**config.mk**
```make
export PLATFORM = sky130hd
export DESIGN_NAME = mem_responder_flat
export DESIGN_NICKNAME = d
export VERILOG_FILES = /design/src/rtl/mem_responder_if.sv /design/src/rtl/mem_responder.sv /design/src/flat_wrapper.sv
export SDC_FILE = /design/constraint.sdc
export NUM_CORES = 2
export LEC_CHECK = 0
export CAP_MARGIN = 10
export CORE_MARGIN = 3
export CORE_UTILIZATION = 34
export DETAILED_ROUTE_END_ITERATION = 8
export DONT_BUFFER_PORTS = 1
export PLACE_DENSITY_LB_ADDON = 0.12
export SETUP_SLACK_MARGIN = 0.3
export SLEW_MARGIN = 20
export SYNTH_ARGS = -nofsm -noshare
export SYNTH_HDL_FRONTEND = slang
export SYNTH_SLANG_ARGS = --single-unit
```
**constraint.sdc**
```tcl
create_clock -name clk -period 4.9 [get_ports clk]
set_clock_uncertainty 0.1 [all_clocks]
set_input_delay 0.98 -clock clk [delete_from_list [all_inputs] [get_ports clk]]
set_output_delay 0.98 -clock clk [all_outputs]
set_load 0.05 [all_outputs]
```
**src/rtl/mem_responder_if.sv**
```systemverilog
// Request/response bus between a requester (processor side) and a memory
// responder. Both channels use a valid/ready handshake.
interface mem_if #(
  parameter int ADDR_W = 8,
  parameter int DATA_W = 16
) ();
  logic              req_valid;
  logic              req_ready;
  logic              req_we;
  logic [ADDR_W-1:0] req_addr;
  logic [DATA_W-1:0] req_wdata;
  logic              rsp_valid;
  logic              rsp_ready;
  logic [DATA_W-1:0] rsp_rdata;
  logic              rsp_err;

  modport master (
    output req_valid, req_we, req_addr, req_wdata, rsp_ready,
    input  req_ready, rsp_valid, rsp_rdata, rsp_err
  );

  modport slave (
    input  req_valid, req_we, req_addr, req_wdata, rsp_ready,
    output req_ready, rsp_valid, rsp_rdata, rsp_err
  );
endinterface

```
**src/rtl/mem_responder.sv**
```systemverilog
// Word-addressed memory responder with a programmable number of wait states.
// One transaction in flight at a time: IDLE accepts, WAIT models slow memory,
// RESP holds the response until the requester takes it.
module mem_responder #(
  parameter int ADDR_W      = 8,
  parameter int DATA_W      = 16,
  parameter int DEPTH       = 200,
  parameter int WAIT_CYCLES = 2
) (
  input  logic       clk,
  input  logic       rst,
  mem_if.slave       bus,
  output logic [1:0] cur
);

  typedef enum logic [1:0] {
    IDLE = 2'b00,
    WAIT = 2'b01,
    RESP = 2'b10
  } state_t;

  // Counter start value; unused when there are no wait states.
  localparam logic [3:0] WAIT_INIT = (WAIT_CYCLES == 0) ? 4'd0 : 4'(WAIT_CYCLES - 1);

  state_t            state_reg;
  logic [3:0]        cnt_reg;
  logic              we_reg;
  logic [ADDR_W-1:0] addr_reg;
  logic [DATA_W-1:0] wdata_reg;
  logic              req_ready_reg;
  logic              rsp_valid_reg;
  logic [DATA_W-1:0] rsp_rdata_reg;
  logic              rsp_err_reg;

  logic [DATA_W-1:0] mem [DEPTH];

  logic              accept;
  logic              do_access;
  logic              do_write;
  logic              in_range;
  logic              acc_we;
  logic [ADDR_W-1:0] acc_addr;
  logic [DATA_W-1:0] acc_wdata;

  assign accept = bus.req_valid & req_ready_reg;

  // Access operands: straight from the bus when the access happens on the
  // accept edge (no wait states), otherwise from the latched request.
  always_comb begin
    acc_we    = we_reg;
    acc_addr  = addr_reg;
    acc_wdata = wdata_reg;
    if (state_reg == IDLE) begin
      acc_we    = bus.req_we;
      acc_addr  = bus.req_addr;
      acc_wdata = bus.req_wdata;
    end
  end

  assign in_range  = (32'(acc_addr) < 32'(DEPTH));
  assign do_access = ((state_reg == IDLE) && accept && (WAIT_CYCLES == 0)) ||
                     ((state_reg == WAIT) && (cnt_reg == 4'd0));
  // Held reset blocks writes so an interrupted write never lands.
  assign do_write  = do_access & acc_we & in_range & rst;

  // Memory array write port; contents survive reset.
  always_ff @(posedge clk) begin
    if (do_write) begin
      mem[acc_addr] <= acc_wdata;
    end
  end

  // Transaction FSM with registered handshake outputs and response fields.
  always_ff @(posedge clk or negedge rst) begin
    if (!rst) begin
      state_reg     <= IDLE;
      cnt_reg       <= 4'd0;
      we_reg        <= 1'b0;
      addr_reg      <= '0;
      wdata_reg     <= '0;
      req_ready_reg <= 1'b1;
      rsp_valid_reg <= 1'b0;
      rsp_rdata_reg <= '0;
      rsp_err_reg   <= 1'b0;
    end else begin
      case (state_reg)
        IDLE: begin
          if (accept) begin
            we_reg        <= bus.req_we;
            addr_reg      <= bus.req_addr;
            wdata_reg     <= bus.req_wdata;
            req_ready_reg <= 1'b0;
            if (WAIT_CYCLES == 0) begin
              rsp_rdata_reg <= (!acc_we && in_range) ? mem[acc_addr] : '0;
              rsp_err_reg   <= !in_range;
              rsp_valid_reg <= 1'b1;
              state_reg     <= RESP;
            end else begin
              cnt_reg   <= WAIT_INIT;
              state_reg <= WAIT;
            end
          end
        end
        WAIT: begin
          if (cnt_reg == 4'd0) begin
            rsp_rdata_reg <= (!acc_we && in_range) ? mem[acc_addr] : '0;
            rsp_err_reg   <= !in_range;
            rsp_valid_reg <= 1'b1;
            state_reg     <= RESP;
          end else begin
            cnt_reg <= cnt_reg - 4'd1;
          end
        end
        RESP: begin
          if (bus.rsp_ready) begin
            rsp_valid_reg <= 1'b0;
            rsp_rdata_reg <= '0;
            rsp_err_reg   <= 1'b0;
            req_ready_reg <= 1'b1;
            state_reg     <= IDLE;
          end
        end
        default: begin
          rsp_valid_reg <= 1'b0;
          req_ready_reg <= 1'b1;
          state_reg     <= IDLE;
        end
      endcase
    end
  end

  assign bus.req_ready = req_ready_reg;
  assign bus.rsp_valid = rsp_valid_reg;
  assign bus.rsp_rdata = rsp_rdata_reg;
  assign bus.rsp_err   = rsp_err_reg;
  assign cur           = state_reg;

endmodule

```
**src/flat_wrapper.sv**
```systemverilog
// flat-port wrapper written by rule: the top's interface ports become plain ports
module mem_responder_flat 
#(
  parameter int ADDR_W      = 8,
  parameter int DATA_W      = 16,
  parameter int DEPTH       = 200,
  parameter int WAIT_CYCLES = 2
)
  (clk, rst, cur, bus_req_valid, bus_req_we, bus_req_addr, bus_req_wdata, bus_rsp_ready, bus_req_ready, bus_rsp_valid, bus_rsp_rdata, bus_rsp_err);
  mem_if #(.ADDR_W(ADDR_W), .DATA_W(DATA_W)) bus_i ();
  input  logic clk;
  input  logic rst;
  output logic [1:0] cur;
  input wire logic [$bits(bus_i.req_valid)-1:0] bus_req_valid;
  input wire logic [$bits(bus_i.req_we)-1:0] bus_req_we;
  input wire logic [$bits(bus_i.req_addr)-1:0] bus_req_addr;
  input wire logic [$bits(bus_i.req_wdata)-1:0] bus_req_wdata;
  input wire logic [$bits(bus_i.rsp_ready)-1:0] bus_rsp_ready;
  output wire logic [$bits(bus_i.req_ready)-1:0] bus_req_ready;
  output wire logic [$bits(bus_i.rsp_valid)-1:0] bus_rsp_valid;
  output wire logic [$bits(bus_i.rsp_rdata)-1:0] bus_rsp_rdata;
  output wire logic [$bits(bus_i.rsp_err)-1:0] bus_rsp_err;
  assign bus_i.req_valid = bus_req_valid;
  assign bus_i.req_we = bus_req_we;
  assign bus_i.req_addr = bus_req_addr;
  assign bus_i.req_wdata = bus_req_wdata;
  assign bus_i.rsp_ready = bus_rsp_ready;
  assign bus_req_ready = bus_i.req_ready;
  assign bus_rsp_valid = bus_i.rsp_valid;
  assign bus_rsp_rdata = bus_i.rsp_rdata;
  assign bus_rsp_err = bus_i.rsp_err;
  mem_responder #(.ADDR_W(ADDR_W), .DATA_W(DATA_W), .DEPTH(DEPTH), .WAIT_CYCLES(WAIT_CYCLES)) u_core (.clk(clk), .rst(rst), .bus(bus_i), .cur(cur));
endmodule
```
Word level (Yosys, flattened, before mapping)
Memory sizes are Yosys's and may differ from the RTL's. Index checks and enable logic that the tools add are counted.

Bits in registers: 50. Memory bits (writable): 3200. Input port bits: 29. Output and inout port bits: 21. Word-level logic and storage cells: 62. Memories kept: 1.

Memory list: u_core.mem (depth 200, bits a word 16, read ports 1, clocked after memory_dff 0, wr ports 1, RTL line mem_responder.sv:35) `logic [DATA_W-1:0] mem [DEPTH];`.

Add/sub/neg operators: 1. $lt $le $gt $ge: 1. Equal/unequal tests: 6. Multiplexer cells: 24. Bitwise operators: 6. Reduce and logical (&&, ||, !) cells: 14.

Operators with widths (number): $mux 16 (4); $pmux 16 s2 (1); $reduce_and 3->1 (5); $lt 8x8->1 const B (1); $mux 1 (8); $mux 4 (2); $mux 8 (1); $pmux 4 s2 (1); $mux 2 (3); $ne 2x2->1 const B (3); $pmux 1 s3 (2); $pmux 2 s3 (1); $and 1x1->1 (4); $logic_not 4->1 (1); $reduce_bool 2->1 (2); $sub 4x1->4 const B (1); $eq 2x1->1 const B (1); $eq 2x2->1 const B (1); $logic_and 1x1->1 (2); $logic_not 1->1 (2); $logic_not 2->1 (1); $ne 2x1->1 const B (1); $not 1->1 (2); $pmux 1 s2 (1); $reduce_and 2->1 (1).

Logic depth before layout (Yosys ltp)
Depth in word-level cells: 7. Gate-level depth with buffers: 14. Depth with buffers taken out: 10.

Worst setup path before layout
OpenSTA, ideal clock, no wires.

Path type: register to register. Start: register u_core.state_reg[0], in the netlist u_core.cur[0]. End: memory u_core.mem[0][0] (data pin). Library setup time: 0.686 ns. Arrival: 4.320 ns. Required time: 4.114 ns. Path slack: -0.207 ns. Stages on the path, launching flop included: 9. Path buffers: 5. Period minus slack after synthesis: 5.107 ns. Cells stage by stage: dfrtp_1 -> buf_2 -> nor2_2 -> buf_2 -> buf_2 -> buf_2 -> buf_1 -> nand2_1 -> nand2_1.

Longest elaborated chain between the ends: 2.

RTL lines: from (decl) (RTL line mem_responder.sv:25) `state_t state_reg;`; from (signal assigned) (RTL line mem_responder.sv:76) `state_reg <= IDLE;`; from (signal assigned) (RTL line mem_responder.sv:97) `state_reg <= RESP;`; from (signal assigned) (RTL line mem_responder.sv:100) `state_reg <= WAIT;`; $logic_not 2->1 (RTL line mem_responder.sv:53) `if (state_reg == IDLE) begin`; $mux 16 (RTL line mem_responder.sv:53); via u_core.acc_wdata[0] (RTL line mem_responder.sv:43) `logic [DATA_W-1:0] acc_wdata;`; to (decl) (RTL line mem_responder.sv:35).

The timed path passes the listed nets, and every way through them passes these cells.

Final worst setup path
Start: register u_core.state_reg[0], in the netlist u_core.cur[0]. End: register u_core.rsp_rdata_reg[9], in the netlist u_core.bus.rsp_rdata[9].

Longest elaborated chain between the ends: 7. Elaborated cells on any way between the ends: 16. Those cells by class: 1 x order compare; 4 x eq/ne; 5 x mux; 5 x reduce/logical; 1 x memory.

RTL lines: branches (longest 7 deep; another with $mem_v2 200x16); to (signal assigned) (RTL line mem_responder.sv:94) `rsp_rdata_reg <= (!acc_we && in_range) ? mem[acc_addr] : '0;`; to (signal assigned) (RTL line mem_responder.sv:106) `rsp_rdata_reg <= (!acc_we && in_range) ? mem[acc_addr] : '0;`; to (decl) (RTL line mem_responder.sv:32) `logic [DATA_W-1:0] rsp_rdata_reg;`.

Several ways; the timed one is not identified. The select of a mux whose other input is x is not followed. A chain may end at the register's enable or synchronous reset.

==> flow_metrics.tcl <==
set metrics [dict create \
    largest_reg_flops 3200 \
    grt_max_degree 128 \
    core_area_sq_um 348000 \
    synth_common_cells "edfxtp_1, o22ai_1, nor3_1" \
    layout-drive-gt1-share 0.174 \
    setup_slack_ps 366 \
    via_per_inst 5.83 \
    fin_area_sq_um 141000 \
    area_growth_pct 18.5 \
    yosys.area.top_type "edfxtp_1" \
    timing.final.crit_share 0.925 \
    synthArstFlopShare 0.0154 \
    syn-cell-area_sq_um 119000 \
    grt_pass1_wl_um 584000 \
    final_antenna_net_count 0 \
    hold_ws_ps 93.1 \
    fp.dieH_um 598 \
    multi_input_area_sq_um 20100 \
    pre_cts_ws_ps -404 \
    clock_latency_ps 950 \
    hpwl_um 254000 \
    dr.pass1.iters 5 \
    rows 216 \
    finalPower_mw 80.4 \
    antenna_found_initial 36 \
    numCtsBuffers 356 \
    htreeDepth 5 \
    ys.warnings.count 0 \
    start_kind "flop" \
    die_area_sq_um 357000 \
    max_slew_margin 0.165 \
    first_global_vias 70200 \
    drc 0 \
    portBuffers 0 \
    avgSynthCellArea_sq_um 16.8 \
    finalMaxSlewViolations 0 \
    crit_path_max_fanout 17 \
    synth.most_common_cell "edfxtp_1" \
    arrival_ps 5230 \
    final-seq-area_sq_um 97300 \
    synth_cells 7099 \
    io_pins 50 \
    cts_buffer_depth 4 \
    leakagePower_nw 43.5 \
    fmax_mhz 221 \
    synth-seq-area-share 0.817 \
    critPathRequiredTime_ps 5600 \
    synth.distinct_cells 59 \
    cts.sinks 3250 \
    hold_viol 0 \
    place_congestion 0.829 \
    run_status "completed" \
    clkSlewWorstSetupHoldPaths_ps 60 \
    first_iter_violations 9101 \
    ys_seq_elements 3250 \
    vias 72900 \
    synth_edf_count 3200 \
    routedWlPerCell_um 34.1 \
    placed_area_sq_um 130000 \
    period_needed_ps 4530 \
    final-setup-viol-count 0 \
    syn_nets 7130 \
    synthFlopType "edfxtp_1" \
    finalNetCount 7654 \
    wl_um 426000 \
    power.density_nw_per_um2 570 \
    cts_tree "done" \
    maxCapViolations 0 \
    vdd.ir_drop.worst_uv 502 \
    grt_overflow_total 0 \
    path_class "flop to flop" \
    rsz0062_at_grt "false" \
    die_w_um 598 \
    start_util 0.343 \
    root_buffer "clkbuf_16" \
    cp-end-kind "flop" \
    grt_usage 0.231 \
    synth.area.top_cells "edfxtp_1, o22ai_1, nor3_1" \
    synth.top_cell.area_share 0.807 \
    worst_slew_pin_slew_ps 1250 \
    hold_class "primary input to flop" \
    fill_cells 31600 \
]
[critical path: stages, from the launching register on]
cell	delay [ps]
dfrtp_1	390
or2_4	360
mux2i_4	300
buf_4	240
nor2_4	580
buf_4	550
o21ai_0	310
a41oi_1	580
a21oi_1	270
a21oi_1	540
o21ai_1	110
[kinds of logic (layout without fill, tap and decap cells)]
logic type | count (synthesis) | after routing | share of synthesized area
compound gates | 1976 | 1976 | 0.106
xor+xnor | 2 | 2 | 0.000147
fa+ha+maj | 2 | 2 | 0.000210
buf+inv | 528 | 1338 | 0.0204
flops | 3250 | 3250 | 0.817
mux | 31 | 31 | 0.00317
other cells | 0 | 10 | 0
simple gates | 1310 | 1310 | 0.0527
[what timing repair did]
item / in CTS / in global routing
hold buffers: 2 / 0
gates cloned: 1 / 1
setup endpoints to repair: 11 / 6
buffers inserted: 8 / 0
gates resized for setup: 15 / 11
pin swaps: 6 / 4
hold endpoints to repair: 50 / 0
[path summary, 6_finish.rpt]
| check | from | end | slack (ps) | cells past startpoint |
|---|---|---|---|---|
| setup reg to reg | u_core.cur[0]$_DFFE_PN0P_ | u_core.bus.rsp_rdata[9]$_DFFE_PN0P_ | 370 | 10 |
| hold reg to reg | u_core.wdata_reg[11]$_DFFE_PN0P_ | u_core.wdata_reg[11]$_DFFE_PN0P_ | 410 | 1 |
| setup / recovery | u_core.cur[0]$_DFFE_PN0P_ | u_core.bus.rsp_rdata[9]$_DFFE_PN0P_ | 370 | 10 |
| hold / removal | bus_req_wdata[6] | u_core.wdata_reg[6]$_DFFE_PN0P_ | 90 | 1 |
| min in group asynchronous | rst | u_core.bus.rsp_err$_DFFE_PN0P_ | 490 | 2 |
| max in group asynchronous | rst | u_core.bus.rsp_rdata[5]$_DFFE_PN0P_ | 3760 | 2 |
[layer usage]
| metal | vias up | GRT usage | part of all wire |
|---|---|---|---|
| met3 | 474 | 0.0490 | 0.085 |
| li1 | 30600 | - | - |
| met1 | 38800 | 0.335 | 0.44 |
| met4 | 4 | 0.0492 | 0.022 |
| met2 | 2992 | 0.359 | 0.46 |
| met5 | - | 0 | 0.000054 |
[per-stage QoR]
step,util,setup TNS [ps],instances
after global routing,0.406,0,12500
final,0.406,0,12500
after CTS,0.406,0,12500
after floorplan,-,0,7099
after detailed placement,0.373,-1260,11800
after global placement,0.372,-2370,11800
[report_power, final]
part | internal [mW] | switching (mW) | leakage [nW]
clock network | 15.2 | 11.1 | 5.53
registers | 33.8 | 0.515 | 29.4
logic | 5.07 | 14.6 | 8.61
[cells in the final DEF (no fill, tap or decap), drive strengths merged, types with 3 or more instances in the layout]
cell,synthesis,final
clkbuf,158,448
bufinv,0,28
a221oi,34,34
o41ai,15,15
nor3,840,840
o31ai,7,7
or4,3,3
nor4,39,39
inv,7,17
nor2,236,236
mux2,28,28
a21oi,21,21
o311ai,42,42
or3,17,17
mux2i,3,3
dfrtp,49,49
clkinvlp,0,8
nand2,107,107
diode,0,10
nand3,38,38
o221ai,16,16
a22oi,33,33
a41oi,26,26
a221o,34,34
o211ai,3,3
a21o,6,6
edfxtp,3200,3200
buf,363,684
nand4,16,16
o21a,9,9
o22ai,1491,1491
clkinv,0,151
a32o,4,4
a31oi,7,7
o21ai,217,217
nand2b,6,6
[cell type report]
cell class,count,share of cell area
clock inverters,197,0.0127
multi-input cells,3321,0.143
well taps,4578,0.0406
clock buffers,447,0.0675
flip-flops and latches,3250,0.690
repair buffers,687,0.0462
inverters,7,0.000186
diodes,10,0.000177
Power figures use the tool's default switching activity.
